<file path="src/rtl/alu_pkg.sv">
// ============================================================================
//  Module      : alu_pkg
//  Description : Shared definitions for the 16-bit ALU and the multi-word
//                sequencer that drives it. This package holds the slice
//                width, the select codes, the mode codes and the state
//                encoding of the sequencer.
//  Ports       : none (package)
//  Revision    : 1.0 - initial release
// ============================================================================
`default_nettype none

package alu_pkg;

    // Width of one ALU slice. It matches the width of the ALU datapath.
    localparam int DATA_W = 16;

    // Select codes of the ALU. The same code has a different meaning in
    // arithmetic mode and in logic mode, so SEL_SUB and SEL_XOR share 4'b0110.
    localparam logic [3:0] SEL_ADD = 4'b1001;
    localparam logic [3:0] SEL_SUB = 4'b0110;
    localparam logic [3:0] SEL_XOR = 4'b0110;
    localparam logic [3:0] SEL_AND = 4'b1011;
    localparam logic [3:0] SEL_OR  = 4'b1110;

    localparam logic MODE_ARITH = 1'b0;
    localparam logic MODE_LOGIC = 1'b1;

    // States of the sequencer: accept, one slice per cycle, hold the result.
    typedef enum logic [1:0] {
        IDLE = 2'd0,
        RUN  = 2'd1,
        DONE = 2'd2
    } state_e;

endpackage

`default_nettype wire

</file>
<file path="src/rtl/alu_wide_seq_if.sv">
// ============================================================================
//  Module      : alu_wide_seq_if
//  Description : Bundle of the signals around alu_wide_seq. It groups three
//                buses:
//                  - the request handshake (req_*) from the operand source,
//                  - the slice bus to and from the 16-bit ALU (alu_*),
//                  - the response handshake (rsp_*) to writeback.
//                The slave modport is the sequencer's view. The master
//                modport is the view of the environment, which supplies the
//                requests, the ALU and the result consumer.
//  Parameters  : WORDS - number of DATA_W slices in one operand
//  Revision    : 1.0 - initial release
// ============================================================================
`default_nettype none

interface alu_wide_seq_if
    import alu_pkg::*;
#(
    parameter int WORDS = 4
);

    // Request side
    logic                      req_valid;
    logic                      req_ready;
    logic [WORDS*DATA_W-1:0]   req_a;
    logic [WORDS*DATA_W-1:0]   req_b;
    logic [3:0]                req_select;
    logic                      req_mode;
    logic                      req_carry_in;

    // ALU slice side
    logic [DATA_W-1:0]         alu_in_a;
    logic [DATA_W-1:0]         alu_in_b;
    logic [3:0]                alu_select;
    logic                      alu_mode;
    logic                      alu_carry_in;
    logic [DATA_W-1:0]         alu_result;
    logic                      alu_carry_out;

    // Response side
    logic                      rsp_valid;
    logic                      rsp_ready;
    logic [WORDS*DATA_W-1:0]   rsp_result;
    logic                      rsp_carry_out;
    logic                      rsp_zero;

    modport slave (
        input  req_valid, req_a, req_b, req_select, req_mode, req_carry_in,
        output req_ready,
        output alu_in_a, alu_in_b, alu_select, alu_mode, alu_carry_in,
        input  alu_result, alu_carry_out,
        output rsp_valid, rsp_result, rsp_carry_out, rsp_zero,
        input  rsp_ready
    );

    modport master (
        output req_valid, req_a, req_b, req_select, req_mode, req_carry_in,
        input  req_ready,
        input  alu_in_a, alu_in_b, alu_select, alu_mode, alu_carry_in,
        output alu_result, alu_carry_out,
        input  rsp_valid, rsp_result, rsp_carry_out, rsp_zero,
        output rsp_ready
    );

endinterface

`default_nettype wire

</file>
<file path="src/rtl/alu_wide_seq.sv">
// ============================================================================
//  Module      : alu_wide_seq
//  Description : Runs WORDS*DATA_W-bit add/sub/logic operations on an
//                external DATA_W-bit ALU. It processes one slice per cycle,
//                starting with the least significant word. The carry out of
//                each slice is registered and fed into the next slice.
//  Ports       : clk  - rising-edge clock
//                rst  - asynchronous active-high reset
//                bus  - alu_wide_seq_if.slave, which carries:
//                       req_*  request handshake and operands
//                       alu_*  slice drive to / result from the ALU
//                       rsp_*  response handshake and assembled result
//  Parameters  : WORDS - slices per operation (>= 1)
//  Revision    : 1.0 - initial release
// ============================================================================
`default_nettype none

module alu_wide_seq
    import alu_pkg::*;
#(
    parameter int WORDS = 4
) (
    input  logic          clk,
    input  logic          rst,
    alu_wide_seq_if.slave bus
);

    localparam int IDX_W = (WORDS > 1) ? $clog2(WORDS) : 1;
    localparam logic [IDX_W-1:0] LAST_IDX = IDX_W'(WORDS - 1);

    localparam logic [1:0] ST_IDLE = 2'(IDLE);
    localparam logic [1:0] ST_RUN  = 2'(RUN);
    localparam logic [1:0] ST_DONE = 2'(DONE);

    logic [1:0]                    state_q, state_d;
    logic [IDX_W-1:0]              idx_q, idx_d;
    logic [WORDS-1:0][DATA_W-1:0]  a_q, a_d;
    logic [WORDS-1:0][DATA_W-1:0]  b_q, b_d;
    logic [WORDS-1:0][DATA_W-1:0]  res_q, res_d;
    logic [3:0]                    sel_q, sel_d;
    logic                          mode_q, mode_d;
    logic                          cin_q, cin_d;      // carry into slice 0
    logic                          carry_q, carry_d;  // carry out of the previous slice
    logic                          cout_q, cout_d;
    logic                          zero_q, zero_d;

    always_comb begin
        state_d = state_q;
        idx_d   = idx_q;
        a_d     = a_q;
        b_d     = b_q;
        res_d   = res_q;
        sel_d   = sel_q;
        mode_d  = mode_q;
        cin_d   = cin_q;
        carry_d = carry_q;
        cout_d  = cout_q;
        zero_d  = zero_q;

        case (state_q)
            ST_IDLE: begin
                if (bus.req_valid) begin
                    a_d     = bus.req_a;
                    b_d     = bus.req_b;
                    sel_d   = bus.req_select;
                    mode_d  = bus.req_mode;
                    cin_d   = bus.req_carry_in;
                    carry_d = 1'b0;
                    idx_d   = '0;
                    state_d = ST_RUN;
                end
            end

            ST_RUN: begin
                res_d[idx_q] = bus.alu_result;
                // For sub/dec selects the ALU's carry_out already means
                // "borrow". Passing it on unchanged is what the next slice
                // expects as its borrow in.
                carry_d      = bus.alu_carry_out;
                if (idx_q == LAST_IDX) begin
                    state_d = ST_DONE;
                    idx_d   = '0;
                    cout_d  = (mode_q == MODE_LOGIC) ? 1'b0 : bus.alu_carry_out;
                    // The zero flag is taken from the result with the final
                    // word already merged in. It is captured on the same
                    // edge as that word.
                    zero_d  = (res_d == '0);
                end else begin
                    idx_d = idx_q + IDX_W'(1);
                end
            end

            ST_DONE: begin
                if (bus.rsp_ready) begin
                    state_d = ST_IDLE;
                end
            end

            default: begin
                state_d = ST_IDLE;
            end
        endcase
    end

    always_ff @(posedge clk or posedge rst) begin
        if (rst) begin
            state_q <= ST_IDLE;
            idx_q   <= '0;
            a_q     <= '0;
            b_q     <= '0;
            res_q   <= '0;
            sel_q   <= '0;
            mode_q  <= 1'b0;
            cin_q   <= 1'b0;
            carry_q <= 1'b0;
            cout_q  <= 1'b0;
            zero_q  <= 1'b0;
        end else begin
            state_q <= state_d;
            idx_q   <= idx_d;
            a_q     <= a_d;
            b_q     <= b_d;
            res_q   <= res_d;
            sel_q   <= sel_d;
            mode_q  <= mode_d;
            cin_q   <= cin_d;
            carry_q <= carry_d;
            cout_q  <= cout_d;
            zero_q  <= zero_d;
        end
    end

    // The slice bus is driven only from registers. Outside RUN it shows
    // slice 0 of the latched operands, so the ALU never sees X.
    assign bus.alu_in_a     = a_q[idx_q];
    assign bus.alu_in_b     = b_q[idx_q];
    assign bus.alu_select   = sel_q;
    assign bus.alu_mode     = mode_q;
    assign bus.alu_carry_in = (mode_q == MODE_LOGIC) ? 1'b0
                            : ((idx_q == '0) ? cin_q : carry_q);

    assign bus.req_ready     = (state_q == ST_IDLE);
    assign bus.rsp_valid     = (state_q == ST_DONE);
    assign bus.rsp_result    = res_q;
    assign bus.rsp_carry_out = cout_q;
    assign bus.rsp_zero      = zero_q;

endmodule

`default_nettype wire

</file>
<file path="src/flat_wrapper.sv">
// flat-port wrapper written by rule: the top's interface ports become plain ports
module alu_wide_seq_flat import alu_pkg::*;
#(
    parameter int WORDS = 4
)
  (clk, rst, bus_req_valid, bus_req_a, bus_req_b, bus_req_select, bus_req_mode, bus_req_carry_in, bus_req_ready, bus_alu_in_a, bus_alu_in_b, bus_alu_select, bus_alu_mode, bus_alu_carry_in, bus_alu_result, bus_alu_carry_out, bus_rsp_valid, bus_rsp_result, bus_rsp_carry_out, bus_rsp_zero, bus_rsp_ready);
  alu_wide_seq_if #(.WORDS(WORDS)) bus_i ();
  input  logic clk;
  input  logic rst;
  input wire logic [$bits(bus_i.req_valid)-1:0] bus_req_valid;
  input wire logic [$bits(bus_i.req_a)-1:0] bus_req_a;
  input wire logic [$bits(bus_i.req_b)-1:0] bus_req_b;
  input wire logic [$bits(bus_i.req_select)-1:0] bus_req_select;
  input wire logic [$bits(bus_i.req_mode)-1:0] bus_req_mode;
  input wire logic [$bits(bus_i.req_carry_in)-1:0] bus_req_carry_in;
  output wire logic [$bits(bus_i.req_ready)-1:0] bus_req_ready;
  output wire logic [$bits(bus_i.alu_in_a)-1:0] bus_alu_in_a;
  output wire logic [$bits(bus_i.alu_in_b)-1:0] bus_alu_in_b;
  output wire logic [$bits(bus_i.alu_select)-1:0] bus_alu_select;
  output wire logic [$bits(bus_i.alu_mode)-1:0] bus_alu_mode;
  output wire logic [$bits(bus_i.alu_carry_in)-1:0] bus_alu_carry_in;
  input wire logic [$bits(bus_i.alu_result)-1:0] bus_alu_result;
  input wire logic [$bits(bus_i.alu_carry_out)-1:0] bus_alu_carry_out;
  output wire logic [$bits(bus_i.rsp_valid)-1:0] bus_rsp_valid;
  output wire logic [$bits(bus_i.rsp_result)-1:0] bus_rsp_result;
  output wire logic [$bits(bus_i.rsp_carry_out)-1:0] bus_rsp_carry_out;
  output wire logic [$bits(bus_i.rsp_zero)-1:0] bus_rsp_zero;
  input wire logic [$bits(bus_i.rsp_ready)-1:0] bus_rsp_ready;
  assign bus_i.req_valid = bus_req_valid;
  assign bus_i.req_a = bus_req_a;
  assign bus_i.req_b = bus_req_b;
  assign bus_i.req_select = bus_req_select;
  assign bus_i.req_mode = bus_req_mode;
  assign bus_i.req_carry_in = bus_req_carry_in;
  assign bus_req_ready = bus_i.req_ready;
  assign bus_alu_in_a = bus_i.alu_in_a;
  assign bus_alu_in_b = bus_i.alu_in_b;
  assign bus_alu_select = bus_i.alu_select;
  assign bus_alu_mode = bus_i.alu_mode;
  assign bus_alu_carry_in = bus_i.alu_carry_in;
  assign bus_i.alu_result = bus_alu_result;
  assign bus_i.alu_carry_out = bus_alu_carry_out;
  assign bus_rsp_valid = bus_i.rsp_valid;
  assign bus_rsp_result = bus_i.rsp_result;
  assign bus_rsp_carry_out = bus_i.rsp_carry_out;
  assign bus_rsp_zero = bus_i.rsp_zero;
  assign bus_i.rsp_ready = bus_rsp_ready;
  alu_wide_seq #(.WORDS(WORDS)) u_core (.clk(clk), .rst(rst), .bus(bus_i));
endmodule
</file>
<file path="config.mk">
export PLATFORM = sky130hd
export DESIGN_NAME = alu_wide_seq_flat
export DESIGN_NICKNAME = d
export VERILOG_FILES = /design/src/rtl/alu_pkg.sv /design/src/rtl/alu_wide_seq_if.sv /design/src/rtl/alu_wide_seq.sv /design/src/flat_wrapper.sv
export SDC_FILE = /design/constraint.sdc
export NUM_CORES = 1
export LEC_CHECK = 0
export CAP_MARGIN = 30
export CORE_UTILIZATION = 35
export CTS_CLUSTER_SIZE = 20
export DETAILED_ROUTE_END_ITERATION = 8
export GPL_ROUTABILITY_DRIVEN = 1
export MAX_ROUTING_LAYER = met4
export PLACE_DENSITY_LB_ADDON = 0.2
export SYNTH_ARGS = -nofsm -noshare
export SYNTH_HDL_FRONTEND = slang
export SYNTH_SLANG_ARGS = --single-unit
</file>
<file path="constraint.sdc">
create_clock -name clk -period 6.62 [get_ports clk]
set_input_delay 1.324 -clock clk [delete_from_list [all_inputs] [get_ports clk]]
set_output_delay 1.324 -clock clk [all_outputs]
set_load 0.1 [all_outputs]
</file>
# [Yosys cells after proc, flatten, opt, wreduce, memory -nomap -nowiden]
# Index checks and enable logic that the tools add are counted.
[op_classes] n_addsub=1 magnitude_cmp=2 eq_ne=6 n_mux=19 reduce_logical=9
[op_table] cell="binary-select mux 16 bit (select 2 bit)" count=2
[op_table] cell="bitwise mux 64 bit" count=1
[op_table] cell="zero test 64 bit" count=1
[op_table] cell="two-way mux 16 bit" count=3
[op_table] cell="demux 16 bit (select 2 bit)" count=1
[op_table] cell="two-way mux 2 bit" count=5
[op_table] cell="one-hot mux 2 bit (3 select lines)" count=1
[op_table] cell="AND reduction 2 bit" count=3
[op_table] cell="== test 2 bit, second input constant" count=2
[op_table] cell="zero test 2 bit" count=2
[op_table] cell="two-way mux 1 bit" count=4
[op_table] cell="inequality test 2 x 1 -> 1 bit, second input constant" count=2
[op_table] cell="one-hot mux 2 bit (2 select lines)" count=1
[op_table] cell="less-than comparator 2 x 3 -> 1 bit, second input constant" count=1
[op_table] cell="AND reduction 3 bit" count=1
[op_table] cell="adder 2 x 1 -> 2 bit, second input constant" count=1
[op_table] cell="== test 2 x 1 -> 1 bit, second input constant" count=1
[op_table] cell="greater-or-equal comparator 2 x 1 -> 1 bit, second input constant" count=1
[op_table] cell="inequality test 2 bit, second input constant" count=1
[op_table] cell="one-hot mux 1 bit (2 select lines)" count=1
[op_table] cell="nonzero test 2 bit" count=1
[op_table] cell="logical AND 1 bit" count=1
[word_totals] regBits=205 in_bits=155 wordCells=57

# [Depth between registers and ports, before layout]
# Gate-level depths: netlist of the first run.
[logic_depth] word_depth=6 depth_mapped=10

# [Worst setup path after synthesis of the first run]
# Ideal clock, no wire load.
[synth_path] path_kind="reg2out" from="register u_core.idx_q[0]" to="output bus_alu_carry_in" arrival_time_ps=3113 t_required_ps=5296 setup_slack_ps=2183 path_stages_with_launch=8 path_buffers=3 path_cell_list="dfrtp_1 clkbuf_1 buf_1 inv_1 ha_1 buf_6 mux2i_1 nor2_1"
[synth_via] elab_chain_len=3
[synth_lines] element="start, declared" line_no="alu_wide_seq.sv:36" rtl="logic [IDX_W-1:0] idx_q, idx_d;"
[synth_lines] element="start signal, assigned" line_no="alu_wide_seq.sv:120" rtl="idx_q <= idx_d;"
[synth_lines] element="zero test 2 bit" line_no="alu_wide_seq.sv:140" rtl=": ((idx_q == '0) ? cin_q : carry_q);"
[synth_lines] element="two-way mux 1 bit" line_no="alu_wide_seq.sv:140"
[synth_lines] element="two-way mux 1 bit" line_no="alu_wide_seq.sv:139" rtl="assign bus.alu_carry_in = (mode_q == MODE_LOGIC) ? 1'b0"
[synth_lines] element="end, declared" line_no="flat_wrapper.sv:21" rtl="output wire logic [$bits(bus_i.alu_carry_in)-1:0] bus_alu_carry_in;"
# Every way passes these cells.

# [Worst setup path in the final report of the first run]
[layout_path] from="register u_core.idx_q[0]" to="output bus_alu_in_b[1]"
[layout_via] elab_chain_len=2
[layout_lines] element="binary-select mux 16 bit (select 2 bit)" line_no="alu_wide_seq.sv:136" rtl="assign bus.alu_in_b = b_q[idx_q];"
[layout_lines] element="two-way mux 16 bit (implied by the code)" line_no="alu_wide_seq.sv:136"
[layout_lines] element="end, declared" line_no="flat_wrapper.sv:18" rtl="output wire logic [$bits(bus_i.alu_in_b)-1:0] bus_alu_in_b;"
# Every way passes these cells. The select of a mux whose other input is x is not followed.

==> results of run 1 <==
-- registers in the layout (all words and copies together), names as in the netlist --
| register | cells |
|---|---|
| u_core.a_q | 64 |
| u_core.b_q | 64 |
| u_core.bus.alu_mode | 1 |
| u_core.bus.alu_select | 4 |
| u_core.bus.rsp_carry_out | 1 |
| u_core.bus.rsp_result | 64 |
| u_core.bus.rsp_zero | 1 |
| u_core.carry_q | 1 |
| u_core.cin_q | 1 |
| u_core.idx_q | 2 |
| u_core.state_q | 2 |
-- metrics by stage --
stage	std cells	worst slack (ns)	area, sq um
final	1464	1.95	12900
after detailed placement	1415	2.11	11900
after global placement	1412	2.22	11900
after CTS	1459	1.56	12800
after floorplan	862	2.18	8950
after global routing	1464	1.75	12900
-- critical path, delay by kind of cell (launching register included) --
family / cells / cell delay, ns
buffers and inverters: 2 / 1.54
flip-flops: 1 / 0.71
multiplexers: 1 / 0.57
-- layout by cell type, fill, tap and decap left out, drive strengths merged --
master	count
dfrtp	205
diode	2
nand2	417
a211oi	2
clkbuf	36
nor2b	2
o31a	1
mux2i	6
nand4b	1
nor2	16
a22oi	3
inv	3
a41oi	1
o2111ai	1
nand4	1
o21ai	7
or4	4
clkdlybuf4s50	260
nor4b	1
nand2b	6
or3	1
bufinv	3
nor3	9
mux4	32
mux2	65
nand3	1
and2	1
ha	6
o31ai	2
buf	12
clkinvlp	1
nor4	14
a21oi	7
clkinv	5
-- path summary, 6_finish.rpt --
check / start / endpoint / slack, ns / cells after the start
setup / recovery: u_core.idx_q[0]$_DFFE_PP0P_ / bus_alu_in_b[1] / 1.95 / 3
hold / removal: u_core.b_q[39]$_DFFE_PP0P_ / u_core.b_q[39]$_DFFE_PP0P_ / 0.47 / 2
setup reg to reg: u_core.idx_q[1]$_DFFE_PP0P_ / u_core.bus.rsp_zero$_DFFE_PP0P_ / 3.77 / 7
hold reg to reg: u_core.b_q[39]$_DFFE_PP0P_ / u_core.b_q[39]$_DFFE_PP0P_ / 0.47 / 2
max in group asynchronous: rst / u_core.a_q[31]$_DFFE_PP0P_ / 4.20 / 4
min in group asynchronous: rst / u_core.bus.rsp_result[44]$_DFFE_PP0N_ / 1.31 / 2
-- layout make-up --
| type | count | area [sq um] | share of cell area |
|---|---|---|---|
| Antenna cell | 2 | 5.00 | 0.000388 |
| Clock buffer | 36 | 757 | 0.0587 |
| Clock inverter | 8 | 115 | 0.00893 |
| Inverter | 4 | 18.8 | 0.00146 |
| Multi-Input combinational cell | 607 | 3630 | 0.282 |
| Sequential cell | 205 | 5130 | 0.398 |
| Tap cell | 330 | 413 | 0.0320 |
| Timing Repair Buffer | 272 | 2830 | 0.219 |
-- metal layers --
| layer | up-vias | routed length, um | part of all wire |
|---|---|---|---|
| met4 | 0 | 655 | 0.027 |
| met2 | 222 | 11200 | 0.45 |
| met1 | 3357 | 11000 | 0.45 |
| met3 | 37 | 1790 | 0.073 |
| li1 | 3357 | - | - |
| met5 | - | 0 | 0 |
-- cells by family after synthesis --
group,after synthesis,synth area share
AOI/OAI and AO/OA,24,0.0172
adders and majority gates,6,0.00839
buffers and inverters,50,0.0222
DFF,205,0.573
muxes,103,0.169
and+or+nand+nor,474,0.210
==> impl_metrics.tcl, run 1 <==
set metrics [dict create \
    grt_pass1_vias 7052 \
    port_buffers 260 \
    ys_seq_area_frac 0.573 \
    drive_above_1_share 0.139 \
    utilization 0.514 \
    setup_tns_ns 0 \
    syn-num-nets 1023 \
    relSlewSlack 0.309 \
    drc 0 \
    ys_warn_count 0 \
    grt_use_met2 0.302 \
    use_met1 0.260 \
    grt_pass1_wl_mm 39.5 \
    worstSetupStartpointType "flip-flop" \
    cp_cell_sequence "buf_4, mux4_2, clkdlybuf4s50_1" \
    busiest_layer "met2" \
    netlist-cell-type-count 33 \
    synthTopCellsByCount "nand2_1 (417), dfrtp_1 (205), mux2_2 (65), clkbuf_1 (40), mux4_2 (32)" \
    hold_ws_ns 0.466 \
    worst_pin_slew_ns 1.03 \
    antenna_found_initial 2 \
    die_w_um 162 \
    syn_inst 862 \
    cts-buffers-inserted 24 \
    cts_hold_buf 0 \
    synthesis.area_sq_um 8950 \
    wirelength_mm 24.7 \
    grt.overflow.total 0 \
    arrival_ns 3.35 \
    die_area_sq_um 26200 \
    setup_viol 0 \
    final.setup_skew_ns 0.00783 \
    vias_per_cell 4.76 \
    cts_buffer_depth 3 \
    cts_setup_buffers 0 \
    fin_crit_sh 0.706 \
    vias 6973 \
    yosysTopAreaCellShare 0.573 \
    endpoint_kind "output port" \
    grt_start_max_net_pins 94 \
    status "complete, no violations" \
    synthFlopType "dfrtp_1" \
    wl_per_cell_um 16.8 \
    critPathMaxStageDelay_ns 1.02 \
    max_freq_mhz 214 \
    synth_edf_count 0 \
    fin_nets 1275 \
    gp_congestion 0.840 \
    cts_resized 0 \
    clock-sinks 205 \
    rsz0062_at_grt "no" \
    ys_ff_latch 205 \
    top_level_ports 261 \
    firstDrtPassIters 5 \
    nFillCells 2327 \
    ant_nets 0 \
    slowest_stage "clkdlybuf4s50_1" \
    drt_iter0_drc 420 \
    avgSynthCellArea_sq_um 10.4 \
    num_rows 58 \
    cts.htree.levels 1 \
    hold_class "reg -> reg" \
    crit_path_max_fanout 22 \
    hold_viol 0 \
    drv_slew 0 \
    cts_tree "built" \
    die_y_um 162 \
    initial_core_util 0.356 \
    core_area_sq_um 25100 \
    cp.required_ns 5.30 \
    synth_area_leaders "dfrtp_1 (57%), nand2_1 (17%), mux2_2 (8.2%)" \
    cts_root_buffer "clkbuf_16" \
    min_period_ns 4.67 \
    synthArstFlopShare 1.00 \
    path_clk_slew_ns 0.06 \
    criticalPathCategory "reg -> out" \
    globalRouteMet3Util 0.0490 \
    dp_hpwl_mm 16.8 \
    track_usage 0.197 \
    area_delta_synth_final_pct 44.1 \
    drv_cap 0 \
    yosysMostFrequentCell "nand2_1" \
    clk_latency_ns 0.51 \
    synth_top_area_cell "dfrtp_1" \
]
Power of run 1 is left out: the tool's default activity adds up to more than one toggle a clock period on the data nets, which glitch-free logic cannot reach.
==> run 2: changes to the inputs <==
clock period = 4.2 ns   (was 6.62 ns; I/O delays follow)
==> run 2 against run 1 <==
Effect of this change: sequential share of layout area rose by 1.0 points; first-iteration DRC count is 21% lower; via count increased by 0.80%; critical path type unchanged.
==> impl_metrics.tcl, run 2 (synthesized netlist as in run 1, its figures left out) <==
set metrics [dict create \
    fin_crit_sh 0.821 \
    grt_pass1_wl_mm 40.6 \
    clk_latency_ns 0.51 \
    firstDrtPassIters 4 \
    vias 7029 \
    wl_per_cell_um 17.5 \
    cts_resized 0 \
    drc 0 \
    cp.required_ns 3.36 \
    vias_per_cell 4.82 \
    area_delta_synth_final_pct 40.6 \
    grt_pass1_vias 7286 \
    initial_core_util 0.356 \
    core_area_sq_um 25100 \
    arrival_ns 2.61 \
    track_usage 0.203 \
    gp_congestion 0.867 \
    relSlewSlack 0.301 \
    max_freq_mhz 290 \
    path_clk_slew_ns 0.06 \
    antenna_found_initial 1 \
    endpoint_kind "output port" \
    status "complete, no violations" \
    worst_pin_slew_ns 1.05 \
    port_buffers 260 \
    layout_commonest_cell "nand2_1" \
    ant_nets 0 \
    setup_viol 0 \
    setup_tns_ns 0 \
    wirelength_mm 25.5 \
    rsz0062_at_grt "no" \
    cts_root_buffer "clkbuf_16" \
    grt_start_max_net_pins 139 \
    post-place-ws_ns 1.22 \
    top_level_ports 261 \
    worstSetupStartpointType "flip-flop" \
    cts_setup_buffers 0 \
    crit_path_max_fanout 20 \
    drive_above_1_share 0.157 \
    clock-sinks 205 \
    die_area_sq_um 26200 \
    hold_viol 0 \
    setup_ws_ns 0.752 \
    grt.overflow.total 0 \
    dp_hpwl_mm 17.5 \
    design_area_sq_um 12600 \
    placed_cell_area_sq_um 11900 \
    die_w_um 162 \
    utilization 0.501 \
    drv_slew 0 \
    layout_common_cells "nand2_1 (416), clkdlybuf4s50_1 (227), dfrtp_1 (203)" \
    cts.htree.levels 1 \
    cts_hold_buf 0 \
    fin_nets 1273 \
    drv_cap 0 \
    criticalPathCategory "reg -> out" \
    drt_iter0_drc 332 \
    die_y_um 162 \
    num_rows 58 \
    final.setup_skew_ns 0.00442 \
    hold_class "reg -> reg" \
    min_period_ns 3.45 \
    cts_buffer_depth 3 \
    cts-buffers-inserted 24 \
    cts_tree "built" \
]
==> run 2: cell count changes in the layout (fill, tap and decap cells not counted) <==
cell	delta
clkdlybuf4s50_1	-33
bufinv_16	-3
clkinv_2	-1
buf_4	+33
buf_16	-4
clkbuf_8	-7
buf_12	+2
clkbuf_1	+8
diode_2	-1
==> run 2: path summary, 6_finish.rpt <==
check	start	endpoint	slack [ns]	depth (start not counted)
setup / recovery	u_core.idx_q[0]$_DFFE_PP0P_	bus_alu_in_a[1]	0.75	3
hold / removal	u_core.bus.alu_select[1]$_DFFE_PP0P_	u_core.bus.alu_select[1]$_DFFE_PP0P_	0.47	2
setup reg to reg	u_core.idx_q[0]$_DFFE_PP0P_	u_core.bus.rsp_zero$_DFFE_PP0P_	1.36	7
hold reg to reg	u_core.bus.alu_select[1]$_DFFE_PP0P_	u_core.bus.alu_select[1]$_DFFE_PP0P_	0.47	2
max in group asynchronous	rst	u_core.b_q[6]$_DFFE_PP0P_	2.59	3
min in group asynchronous	rst	u_core.a_q[10]$_DFFE_PP0P_	0.57	2
==> run 2: metal layers <==
layer	GRT usage	vias up	routed length, um
met5	-	-	0
met4	0.0472	0	521
met3	0.0511	41	1800
met2	0.316	235	11700
met1	0.266	3407	11400
li1	-	3346	-
==> run 2: per-stage QoR <==
step / hold WS [ns] / std cells
finish: 0.469 / 1458
floorplan: 0.440 / 862
detailed placement: 0.459 / 1416
CTS: 0.474 / 1457
global route: 0.492 / 1458
global placement: 0.455 / 1414
==> run 2: worst max-delay path, stage by stage (launching register included) <==
cell and delay, ns:
dfrtp_2 0.74, buf_4 0.52, mux4_2 0.58, buf_4 0.25
==> run 2: final cells by class <==
class,instances,area (sq um)
fillers,2358,12500
flip-flops and latches,205,5130
multi-input cells,607,3630
repair buffers,270,2670
clock buffers,37,691
well taps,330,413
clock inverters,4,20.0
inverters,4,18.8
diodes,1,2.50
Power of run 2 is left out for the same reason.
==> run 3: changes to the inputs <==
clock period = 3 ns   (was 4.2 ns; I/O delays follow)
==> run 3 against run 2 <==
Effect of this change: register-to-register slack got worse by 0.74 ns; utilization rose by 1.7 points; clock skew rose by 0.0092 ns; first-iteration DRC count rose by 3.9%; critical path type unchanged; worst setup slack got worse by 0.47 ns.
==> impl_metrics.tcl, run 3 (synthesized netlist as in run 1, its figures left out) <==
set metrics [dict create \
    r2r_end "u_core.bus.rsp_zero$_DFFE_PP0P_" \
    clk_latency_ns 0.51 \
    cts_setup_buffers 0 \
    top_layer "met4" \
    track_usage 0.202 \
    setup_tns_ns 0 \
    path_clk_slew_ns 0.06 \
    firstDrtPassIters 4 \
    rr_worst_depth 7 \
    top_level_ports 261 \
    die_y_um 162 \
    cts_hold_buf 0 \
    core_area_sq_um 25100 \
    drive_above_1_share 0.238 \
    relSlewSlack 0.463 \
    final.setup_skew_ns 0.0137 \
    wl_met1_mm 10.6 \
    wl_per_cell_um 17.0 \
    die_area_sq_um 26200 \
    port_buffers 260 \
    wirelength_mm 25.0 \
    worstSetupStartpointType "flip-flop" \
    cts_resized 0 \
    hold_viol 0 \
    drc 0 \
    cts_buffer_depth 3 \
    criticalPathCategory "reg -> out" \
    status "complete, no violations" \
    rr_startpoint "u_core.idx_q[0]$_DFFE_PP0P_" \
    min_period_ns 2.72 \
    drv_slew 0 \
    grt.overflow.total 0 \
    rrSetupSlack_ns 0.62 \
    cts_tree "built" \
    layout_commonest_cell "nand2_1" \
    rsz0062_at_grt "no" \
    hold_class "reg -> reg" \
    num_rows 58 \
    cts-buffers-inserted 24 \
    ant_nets 0 \
    slowest_stage "mux4_2" \
    layout_common_cells "nand2_1 (416), dfrtp_1 (203), clkdlybuf4s50_1 (154)" \
    endpoint_kind "output port" \
    drv_cap 0 \
    setup_viol 0 \
    antenna_found_initial 0 \
    grt_pass1_wl_mm 40.3 \
    cts_root_buffer "clkbuf_16" \
    area_delta_synth_final_pct 45.2 \
    critPathMaxStageDelay_ns 0.61 \
    clock-sinks 205 \
    grt_pass1_vias 7399 \
    vias_per_cell 4.81 \
    met2_length_mm 11.7 \
    crit_end "bus_alu_in_a[5]" \
    worst_pin_slew_ns 0.804 \
    crit_path_max_fanout 20 \
    arrival_ns 2.12 \
    gp_congestion 0.913 \
    vias 7081 \
    die_w_um 162 \
    grt_start_max_net_pins 118 \
    max_freq_mhz 367 \
    met3WireLength_mm 2.09 \
    drt_iter0_drc 345 \
    initial_core_util 0.356 \
    fin_crit_sh 0.907 \
    crit_start "u_core.idx_q[0]$_DFFE_PP0P_" \
    fin_nets 1285 \
    cts.htree.levels 1 \
    cp_cell_sequence "buf_4, mux4_2, buf_12" \
    diodes 0 \
    cp.required_ns 2.40 \
    dp_hpwl_mm 17.5 \
]
run 3: cell types whose count changed in the layout (fill, tap and decap cells not counted), sizes merged:
| cell | before | now |
|---|---|---|
| clkdlybuf4s50 | 227 | 154 |
| clkbuf | 37 | 40 |
| clkinv | 4 | 3 |
| buf | 43 | 128 |
| diode | 1 | 0 |
run 3: how the worst min path moves through the flow:
stage	slack, ns	to	depth (start not counted)	startpoint
finish	0.47	u_core.a_q[0]$_DFFE_PP0P_	2	u_core.a_q[0]$_DFFE_PP0P_
global route	0.49	u_core.b_q[43]$_DFFE_PP0P_	2	u_core.b_q[43]$_DFFE_PP0P_
CTS	0.47	u_core.b_q[42]$_DFFE_PP0P_	2	u_core.b_q[42]$_DFFE_PP0P_
detailed placement	0.46	u_core.b_q[42]$_DFFE_PP0P_	2	u_core.b_q[42]$_DFFE_PP0P_
global placement	0.45	u_core.b_q[33]$_DFFE_PP0P_	2	u_core.b_q[33]$_DFFE_PP0P_
floorplan	0.44	u_core.a_q[32]$_DFFE_PP0P_	2	u_core.a_q[32]$_DFFE_PP0P_
run 3: final cells by class:
| type | count | area (sq um) |
|---|---|---|
| clock buffers | 40 | 802 |
| clock inverters | 3 | 15.0 |
| fillers | 2291 | 12100 |
| inverters | 4 | 18.8 |
| multi-input cells | 607 | 3640 |
| flip-flops and latches | 205 | 5130 |
| well taps | 330 | 413 |
| repair buffers | 282 | 2980 |
run 3: per-layer routing:
layer  track usage  vias to the layer above
li1              -                     3373
met1         0.251                     3426
met2         0.324                      246
met3        0.0567                       36
met4        0.0489                        0
met5             -                        -
run 3: worst max-delay path: cells and delay by family, from the launching register on:
family	cells	cell delay [ns]
mux	1	0.61
flops	1	0.40
buf+inv	2	0.59
run 3: through the flow:
stage | setup slack (ns) | util | instances | instance area [sq um] | hold WS [ns]
after CTS | 0.210 | 0.518 | 1471 | 13000 | 0.472
after global placement | 0.384 | 0.485 | 1428 | 12200 | 0.451
after floorplan | -0.258 | - | 862 | 8960 | 0.440
after detailed placement | 0.363 | 0.485 | 1428 | 12200 | 0.457
final | 0.278 | 0.518 | 1471 | 13000 | 0.466
after global routing | 0.165 | 0.518 | 1471 | 13000 | 0.490
Power of run 3 is left out for the same reason.
